**config.mk**
```make
export PLATFORM = sky130hd
export DESIGN_NAME = uart_tx
export DESIGN_NICKNAME = d
export VERILOG_FILES = /design/src/rtl/uart_pkg.sv /design/src/rtl/uart_baud_gen.sv /design/src/rtl/uart_tx.sv
export SDC_FILE = /design/constraint.sdc
export NUM_CORES = 1
export LEC_CHECK = 0
export CORE_ASPECT_RATIO = 1.4
export CORE_UTILIZATION = 45
export DETAILED_ROUTE_END_ITERATION = 7
export PLACE_DENSITY = 0.67
export RECOVER_POWER = 50
export SLEW_MARGIN = 5
export SYNTH_ARGS = -nofsm -noshare
export SYNTH_HDL_FRONTEND = slang
export SYNTH_SLANG_ARGS = --single-unit
```
**constraint.sdc**
```tcl
create_clock -name clk -period 2.6 [get_ports clk]
set_clock_uncertainty 0.1 [all_clocks]
set_input_delay 0.39 -clock clk [delete_from_list [all_inputs] [get_ports clk]]
set_output_delay 0.39 -clock clk [all_outputs]
set_load 0.02 [all_outputs]
```
**src/rtl/uart_pkg.sv**
```systemverilog
// Shared UART definitions: FSM state encoding and default timing constants
// used by both the transmitter and the receiver.
package uart_pkg;

    typedef enum logic [2:0] {
        IDLE   = 3'd0,
        START  = 3'd1,
        DATA   = 3'd2,
        PARITY = 3'd3,
        STOP   = 3'd4
    } uart_state_e;

    localparam int unsigned DEF_CLK_DIV   = 434;
    localparam int unsigned DEF_DATA_BITS = 8;

endpackage

```
**src/rtl/uart_baud_gen.sv**
```systemverilog
// Bit-period counter: counts 0..CLK_DIV-1 and wraps; tick marks the last
// clock of each bit period. clr restarts the period from zero.
module uart_baud_gen #(
    parameter int unsigned CLK_DIV = uart_pkg::DEF_CLK_DIV
) (
    input  logic clk,
    input  logic rst,
    input  logic clr,
    output logic tick
);

    localparam int unsigned CNT_W = (CLK_DIV > 1) ? $clog2(CLK_DIV) : 1;

    logic [CNT_W-1:0] cnt;

    assign tick = (cnt == CNT_W'(CLK_DIV - 1));

    always_ff @(posedge clk) begin
        if (rst || clr) begin
            cnt <= '0;
        end else if (tick) begin
            cnt <= '0;
        end else begin
            cnt <= cnt + CNT_W'(1);
        end
    end

endmodule

```
**src/rtl/uart_tx.sv**
```systemverilog
// UART transmitter: accepts a byte over valid/ready and shifts it out LSB
// first with start, optional parity and 1-2 stop bits, CLK_DIV clocks each.
module uart_tx
    import uart_pkg::*;
#(
    parameter int unsigned DATA_BITS  = DEF_DATA_BITS,
    parameter int unsigned CLK_DIV    = DEF_CLK_DIV,
    parameter int unsigned PARITY_EN  = 0,
    parameter int unsigned PARITY_ODD = 0,
    parameter int unsigned STOP_BITS  = 1
) (
    input  logic                 clk,
    input  logic                 rst,
    input  logic [DATA_BITS-1:0] tx_data,
    input  logic                 tx_valid,
    output logic                 tx_ready,
    output logic                 tx,
    output logic                 busy
);

    localparam int unsigned IDX_W = $clog2(DATA_BITS);

    uart_state_e          state, state_n;
    logic [DATA_BITS-1:0] shift, shift_n;
    logic [IDX_W-1:0]     bit_idx, bit_idx_n;
    logic                 par, par_n;
    logic                 tx_n, ready_n, busy_n;
    logic                 handshake;
    logic                 tick;

    assign handshake = tx_valid && tx_ready;

    // Restarting the period on handshake makes the start bit exactly CLK_DIV long.
    uart_baud_gen #(
        .CLK_DIV(CLK_DIV)
    ) u_baud (
        .clk (clk),
        .rst (rst),
        .clr (handshake),
        .tick(tick)
    );

    always_ff @(posedge clk) begin
        if (rst) begin
            state    <= IDLE;
            shift    <= '0;
            bit_idx  <= '0;
            par      <= 1'b0;
            tx       <= 1'b1;
            tx_ready <= 1'b1;
            busy     <= 1'b0;
        end else begin
            state    <= state_n;
            shift    <= shift_n;
            bit_idx  <= bit_idx_n;
            par      <= par_n;
            tx       <= tx_n;
            tx_ready <= ready_n;
            busy     <= busy_n;
        end
    end

    always_comb begin
        state_n   = state;
        shift_n   = shift;
        bit_idx_n = bit_idx;
        par_n     = par;
        tx_n      = 1'b1;
        ready_n   = 1'b0;
        busy_n    = 1'b1;

        case (state)
            IDLE: begin
                if (handshake) begin
                    state_n   = START;
                    shift_n   = tx_data;
                    par_n     = (^tx_data) ^ 1'(PARITY_ODD);
                    bit_idx_n = '0;
                end
            end
            START: begin
                if (tick) state_n = DATA;
            end
            DATA: begin
                if (tick) begin
                    shift_n = shift >> 1;
                    if (bit_idx == IDX_W'(DATA_BITS - 1)) begin
                        bit_idx_n = '0;
                        state_n   = (PARITY_EN != 0) ? PARITY : STOP;
                    end else begin
                        bit_idx_n = bit_idx + IDX_W'(1);
                    end
                end
            end
            PARITY: begin
                if (tick) state_n = STOP;
            end
            STOP: begin
                if (tick) begin
                    if (bit_idx == IDX_W'(STOP_BITS - 1)) begin
                        bit_idx_n = '0;
                        state_n   = IDLE;
                    end else begin
                        bit_idx_n = bit_idx + IDX_W'(1);
                    end
                end
            end
            default: begin
                state_n   = IDLE;
                bit_idx_n = '0;
            end
        endcase

        // Outputs are decoded from the next state so they register with it.
        case (state_n)
            START:   tx_n = 1'b0;
            DATA:    tx_n = shift_n[0];
            PARITY:  tx_n = par_n;
            default: tx_n = 1'b1;
        endcase
        ready_n = (state_n == IDLE);
        busy_n  = (state_n != IDLE);
    end

endmodule

```
# Word level (Yosys, flattened, before mapping)
# Index checks and enable logic that the tools add are counted.
# word_totals
out_inout_bits	3
elab_cells	56
regBits	27
inputBits	11
# op_classes
n_bitwise	1
n_eq_ne	12
reduce_logical	12
muxes	20
n_addsub	2
# ops
op	count
$mux 3	12
$mux 8	2
$pmux 8 s2	1
$pmux 3 s5	1
$eq 3x2->1 const B	4
$pmux 3 s4	1
$add 9x1->9 const B	1
$eq 9x9->1 const B	1
$logic_not 3->1	3
$reduce_xor 8->1	1
$eq 3x1->1 const B	2
$eq 3x3->1 const B	2
$ne 2x2->1 const B	2
$reduce_and 4->1	1
$reduce_or 2->1	2
$add 3x1->3 const B	1
$pmux 1 s3	1
$reduce_and 3->1	1
$reduce_bool 3->1	1
$mux 1	2
$ne 2x1->1 const B	1
$reduce_bool 2->1	1
$logic_and 1x1->1	1
$logic_or 1x1->1	1
$not 1->1	1

# Logic depth before layout (Yosys ltp)
# Gate-level depths: netlist of run 1.
# depth
ltp_word	6
depth_mapped	8
depth_no_buf	7

# Cells and area by module
# A second synthesis of run 1 with hierarchy kept.
# unflattened
cells_unflattened	163
area_unflattened_um2	1412.6
# by_module_without_submodules
mod	cells_each	seq_area_each_um2	instances	area_per_inst_um2
uart_tx	117	360.3	1	998.5
uart_baud_gen	46	180.2	1	414.1

# Worst setup path after synthesis of run 1
# Ideal clock, no wire load.
# synth_path
path_type	register to register
start	reg bit_idx[0]
end	reg tx_ready
arrival_ps	1663
required_time_ps	2386
synth_period_minus_slack_ps	1877
path_buffers	0
setup_slack_ps	723
setup_time_ps	114
path_stages_with_launch	7
cell_sequence	dfxtp_1 > ha_1 > ha_1 > or2_2 > a311o_1 > and3_1 > a21o_1
# synth_between
elab_chain_cells	5
elab_cells_between_ends	8
classes_between	eq/ne (1); mux (5); reduce/logical (2)
# synth_lines
element	line	rtl
start, declared	uart_tx.sv:25	logic [IDX_W-1:0] bit_idx, bit_idx_n;
start signal, assigned	uart_tx.sv:55	bit_idx <= bit_idx_n;
$eq 3x3->1 / $logic_not 3->1 (equally long branches)	uart_tx.sv:87, uart_tx.sv:100	
$mux 3, on equally long branches	uart_tx.sv:87, uart_tx.sv:100	
$mux 3, on equally long branches	uart_tx.sv:85, uart_tx.sv:99	
$pmux 3 s5 (*)	uart_tx.sv:72	case (state)
$logic_not 3->1 (*)	uart_tx.sv:121	ready_n = (state_n == IDLE);
end signal, assigned	uart_tx.sv:58	tx_ready <= ready_n;
end, declared	uart_tx.sv:16	output logic tx_ready,
# Every way passes the cells marked *; elsewhere a longest branch is shown, timed or not.
# A chain may end at the register's enable or synchronous reset.

# Worst setup path after layout of run 1
# layout_path
start	reg u_baud.cnt[0]
end	reg tx
# layout_between
elab_chain_cells	5
elab_cells_between_ends	12
classes_between	eq/ne (4); mux (8)
# layout_lines
element	line	rtl
start, declared	uart_baud_gen.sv:14	logic [CNT_W-1:0] cnt;
start signal, assigned	uart_baud_gen.sv:24	cnt <= cnt + CNT_W'(1);
$eq 9x9->1 (*)	uart_baud_gen.sv:16	assign tick = (cnt == CNT_W'(CLK_DIV - 1));
$mux 3, on equally long branches	n/a	
$pmux 3 s5	uart_tx.sv:72	
$eq 3x2->1 / $eq 3x1->1 (equally long branches)	uart_tx.sv:115	case (state_n)
$pmux 1 s3 (*)	uart_tx.sv:115	
end signal, assigned	uart_tx.sv:57	tx <= tx_n;
end, declared	uart_tx.sv:17	output logic tx,
# Every way passes the cells marked *; elsewhere a longest branch is shown, timed or not. The select of a mux whose other input is x is not followed.

==> impl_metrics.ini, run 1 <==
[status]
status = finished, final reports clean

[synth]
muxShareOfSynthArea_pct = 0.717
synthDistinctLibCells = 42
syn_avg_cell_area_um2 = 9.07
synthCells = 154
synth_nets = 170
synth_edf_count = 0
synthAdderAreaFrac_pct = 4.48
async_flop_share_pct = 0
synth_top_family_by_area = simple AND/OR/NAND/NOR gates
synth_compound_area_share_pct = 19.1
synth_flop_cell = dfxtp_1
synth-seq-cells = 27
synth_simple_gate_area_share_pct = 25.4
ys_seq_area_share_pct = 38.7
yosys_warnings = 0
synth-xor-area-share_pct = 8.15
yosys.area.top_type_share_pct = 38.7
synth_top_area_cell = dfxtp_1
syn_area_um2 = 1400
synthTopCellsByArea = dfxtp_1 (39%), xnor2_1 (6.3%), a21oi_1 (5.4%)

[pwr]
power_density_nw_per_um2 = 509
vdd_drop_max_uv = 291
p_leak_uw = 0.000544

[die]
die_area_um2 = 3330
rows = 23
ios = 14
initial_utilization_pct = 48.0
core_um2 = 2910
fp.dieH_um = 67.9
die_x_um = 49.1

[sta]
setup_viol = 0
min_period_over_period_pct = 81.1
fin_setup_tns_ns = 0
hold_viol = 0
fin_crit_ns = 2.11
tightest_slew_ns = 0.521
fmax_mhz = 474
maxSlewHeadroom_pct = 65.3
slew_viol_final = 0
rsz0062_at_grt = false

[clock_network]
root_buffer = clkbuf_8
cts_hold_buf = 0
htree_levels = 1
clock_latency_ns = 0.27
cts.path.max_buffers = 2
cts_sinks = 27
cts_resized = 0
cts_setup_buffers = 0
clkTransAtPathRegs_ns = 0.08
tritoncts = yes
numCtsBuffers = 3

[critical_path]
arrival_ns = 2.19
max_stage_delay_ns = 0.51
crit_buf_inv = 0
worstSetupStartpointType = flip-flop
slowest_stage = nor4_2
worstPathMaxFanout = 5
reg2reg_setup_slack_ns = 0.49
critPathRequiredTime_ns = 2.68
worst_path_dominant_cell_family = simple AND/OR/NAND/NOR gates
crit_path_cell_trace = ha_1 -> nand4b_1 -> nor4_2 -> a22oi_1 -> and4b_1 -> a211oi_1
critPathKind = reg -> reg
cp-end-kind = flip-flop

[layout]
drive_above_1_share_pct = 9.58
finalInstanceArea_um2 = 1580
mostFrequentLayoutCell = dfxtp_1
final_cell_mix = dfxtp_1 (27), nor2_1 (16), a21oi_1 (15)
fillers = 293
multi_input_area_um2 = 787
nNetsFinal = 184
area_delta_synth_final_pct = 13.4
seq_area_um2 = 541
antenna_cells = 0

[grt]
grt.total_usage_pct = 18.0
antenna_found_initial = 0
grt_pass1_wl_um = 4660
grt_max_degree = 20
grt_overflow_total = 0
grt_pass1_vias = 1150

[drt]
via_per_inst = 5.54
vias = 1131
drc_errors = 0
wl_um = 2660
dr.first_iter.drc_count = 17
drtPass1Iterations = 4
wl_per_cell_um = 13.0
ant_nets = 0

[placement]
port_buffers = 13
place_hpwl_um = 2080
gp_congestion = 0.810
placed_area_um2 = 1560

[worst_hold_path]
worstHoldPathType = reg -> reg

[flow_run]
drv_cap = 0
==> final cells by class <==
| type | instances | share of cell area [%] |
|---|---|---|
| Clock buffer | 3 | 2.61 |
| Tap cell | 37 | 2.92 |
| Sequential cell | 27 | 34.1 |
| Multi-Input combinational cell | 116 | 49.7 |
| Clock inverter | 1 | 0.316 |
| Timing Repair Buffer | 16 | 9.40 |
| Inverter | 4 | 0.948 |
==> worst paths after layout <==
kind,start,depth (start not counted),end
worst max-delay path,u_baud.cnt[0],6,tx
worst min-delay path,shift[6],2,shift[6]
worst max register to register,u_baud.cnt[0],6,tx
worst min register to register,shift[6],2,shift[6]
==> worst min-delay path: cells and delay by family (launching register included) <==
family | cells | cell delay (ns)
DFF | 1 | 0.31
and+or+nand+nor | 1 | 0.05
AOI/OAI and AO/OA | 1 | 0.05
==> per-stage QoR <==
step | hold WS [ns] | total power [uW] | worst slack [ns] | cells | util [%]
after global placement | 0.341 | 591 | 0.623 | 200 | 53.7
after CTS | 0.361 | 830 | 0.525 | 204 | 55.3
after floorplan | 0.330 | 544 | 0.723 | 154 | -
after detailed placement | 0.348 | 594 | 0.550 | 200 | 53.7
after global routing | 0.384 | 855 | 0.316 | 204 | 54.5
final | 0.357 | 807 | 0.492 | 204 | 54.5
==> metal layers <==
metal  up-vias  wire, um  GRT usage, %
met5         -         0             0
met4         0        36          8.46
met3         4        70          3.56
met2        16      1460          36.8
met1       536      1090          16.9
li1        575         -             -
==> registers in the layout, summed over array words and instances (netlist names) <==
register	flops
state	3
u_baud.cnt	9
tx_ready	1
par	1
busy	1
tx	1
bit_idx	3
shift	8
==> power by group <==
| part | switching, uW | internal (uW) |
|---|---|---|
| Combinational | 69.8 | 60.6 |
| Sequential | 12.5 | 435 |
| Clock | 121 | 107 |
| Total | 203 | 603 |
==> cell usage after synthesis, types with 4 or more instances <==
master	n
a21oi_1	15
a22oi_1	7
dfxtp_1	27
ha_1	5
inv_1	4
nand2_1	13
nor2_1	16
o21ai_0	4
xnor2_1	10
==> kinds of logic after synthesis <==
logic type / after synthesis
buffers and inverters: 11
XOR/XNOR: 13
AO/OA/AOI/OAI: 40
multiplexers: 1
AND/OR/NAND/NOR: 57
flip-flops: 27
adder cells (fa/ha/maj): 5
No activity file was read; power rests on OpenSTA's default activity.
==> run 2, diff against run 1 <==
- clock period: 2.6 -> 1.95 ns (I/O delays scaled with it)
==> run 2 against run 1 <==
  * Design area is 6.2% higher
  * Sequential share of layout area is 1.9 points lower
  * Wire length up 7.9%
  * Sequential power rose by 33%
==> impl_metrics.ini, run 2 (synthesis gave the netlist of run 1 again) <==
[grt]
grt.total_usage_pct = 18.3
antenna_found_initial = 0
grt_pass1_vias = 1100
grt_pass1_wl_um = 4700
grt_overflow_total = 0
grt_max_degree = 15

[drt]
via_per_inst = 5.55
ant_nets = 0
drc_errors = 0
drtPass1Iterations = 4
dr.first_iter.drc_count = 16
wl_um = 2870
wl_per_cell_um = 13.6
vias = 1171

[pwr]
seqPwrFrac_pct = 54.0
p_clk_share_pct = 28.6
p_int_uw = 820
p_leak_uw = 0.000622
p_comb_share_pct = 17.4
swShare_pct = 25.8
power_density_nw_per_um2 = 657
finalPower_uw = 1110
vdd_drop_max_uv = 470
power.net_switching_uw = 286

[layout]
nNetsFinal = 191
fillers = 263
drive_above_1_share_pct = 16.1
mostFrequentLayoutCell = dfxtp_1
area_delta_synth_final_pct = 20.5
largest_register = u_baud.cnt
finalInstanceArea_um2 = 1680
largest_register_ffs = 9
antenna_cells = 0
final_cell_mix = dfxtp_1 (26), nor2_1 (15), a21oi_1 (15)
reg.largest.list = u_baud.cnt (9), shift (8)

[sta]
hold_viol = 0
rsz0062_at_grt = false
min_period_over_period_pct = 96.1
fin_setup_tns_ns = 0
maxSlewHeadroom_pct = 72.8
fmax_mhz = 534
setup_viol = 0
fin_crit_ns = 1.87
tightest_slew_ns = 0.404
slew_viol_final = 0
fin_ws_ns = 0.0766

[status]
status = finished, final reports clean

[die]
initial_utilization_pct = 48.0
die_x_um = 49.1
rows = 23
die_area_um2 = 3330
ios = 14
fp.dieH_um = 67.9
core_um2 = 2910

[clock_network]
numCtsBuffers = 3
root_buffer = clkbuf_8
cts.path.max_buffers = 2
clock_latency_ns = 0.27
htree_levels = 1
clkTransAtPathRegs_ns = 0.09
cts_hold_buf = 0
tritoncts = yes
cts_sinks = 27

[critical_path]
reg2reg_setup_slack_ns = 0.08
arrival_ns = 1.95
cp-endpoint = tx_ready
reg2reg_to = tx_ready
crit_start = bit_idx[0]
critPathRequiredTime_ns = 2.02
worstSetupStartpointType = flip-flop
cp-end-kind = flip-flop
worstPathMaxFanout = 3
critPathKind = reg -> reg
r2r-start = bit_idx[0]
r2r_cells = 6

[flow_run]
drv_cap = 0

[placement]
pre_cts_ws_ns = 0.0372
port_buffers = 13
gp_congestion = 0.778
placed_area_um2 = 1610
place_hpwl_um = 2220

[worst_hold_path]
worstHoldPathType = reg -> reg
## run 2: cell count changes in the layout (fill, tap and decap cells not counted), sizes merged
cell,before,now
buf,2,10
clkinv,1,0
## run 2: what timing repair did
item | 4_1_cts | 5_1_grt
buffers inserted | 0 | 1
resized for setup | 0 | 6
endpoints found under the hold margin | 0 | 0
endpoints found under the setup margin | 0 | 8
## run 2: worst min path at each step
stage	startpoint	endpoint	slack (ns)	cells past startpoint
after floorplan	u_baud.cnt[0]	u_baud.cnt[0]	0.33	1
after global routing	shift[3]	shift[3]	0.39	2
after CTS	shift[3]	shift[3]	0.36	2
final	shift[3]	shift[3]	0.36	2
after detailed placement	shift[3]	shift[3]	0.35	2
after global placement	shift[2]	shift[2]	0.34	2
## run 2: power by group through the flow
stage,Sequential (uW),Combinational (uW),Clock [uW]
final,597,193,316
after global routing,601,211,347
after CTS,596,194,322
after detailed placement,609,193,0
after global placement,609,188,0
after floorplan,617,108,0
## run 2: layer usage
layer | routed length [um] | track usage [%] | part of all wire, % | up-vias
li1 | - | - | - | 593
met1 | 1170 | 18.3 | 41 | 558
met2 | 1590 | 37.7 | 56 | 15
met3 | 66 | 2.22 | 2.3 | 5
met4 | 40 | 6.99 | 1.4 | 0
met5 | 0 | 0 | 0 | -
## run 2: cell type report
class                           instances  area (um^2)  share of cell area (%)
Clock buffer                            4         45.0                    2.68
Inverter                                4         15.0                   0.892
Multi-Input combinational cell        116          830                    49.3
Sequential cell                        27          542                    32.2
Tap cell                               37         46.3                    2.75
Timing Repair Buffer                   23          205                    12.2
## run 2: through the flow
step                      std cells  hold slack, ns  util [%]
after floorplan                 154           0.330         -
after global placement          206           0.342      55.3
after detailed placement        206           0.350      55.3
after CTS                       210           0.363      56.8
after global routing            211           0.393      57.9
final                           211           0.358      57.9
## run 2: worst max-delay path: stages, from the launching register on
cell and delay, ns:
dfxtp_2 0.34, ha_1 0.19, ha_1 0.18, or2_2 0.28, a311o_1 0.32, and3_1 0.20, a21o_1 0.17
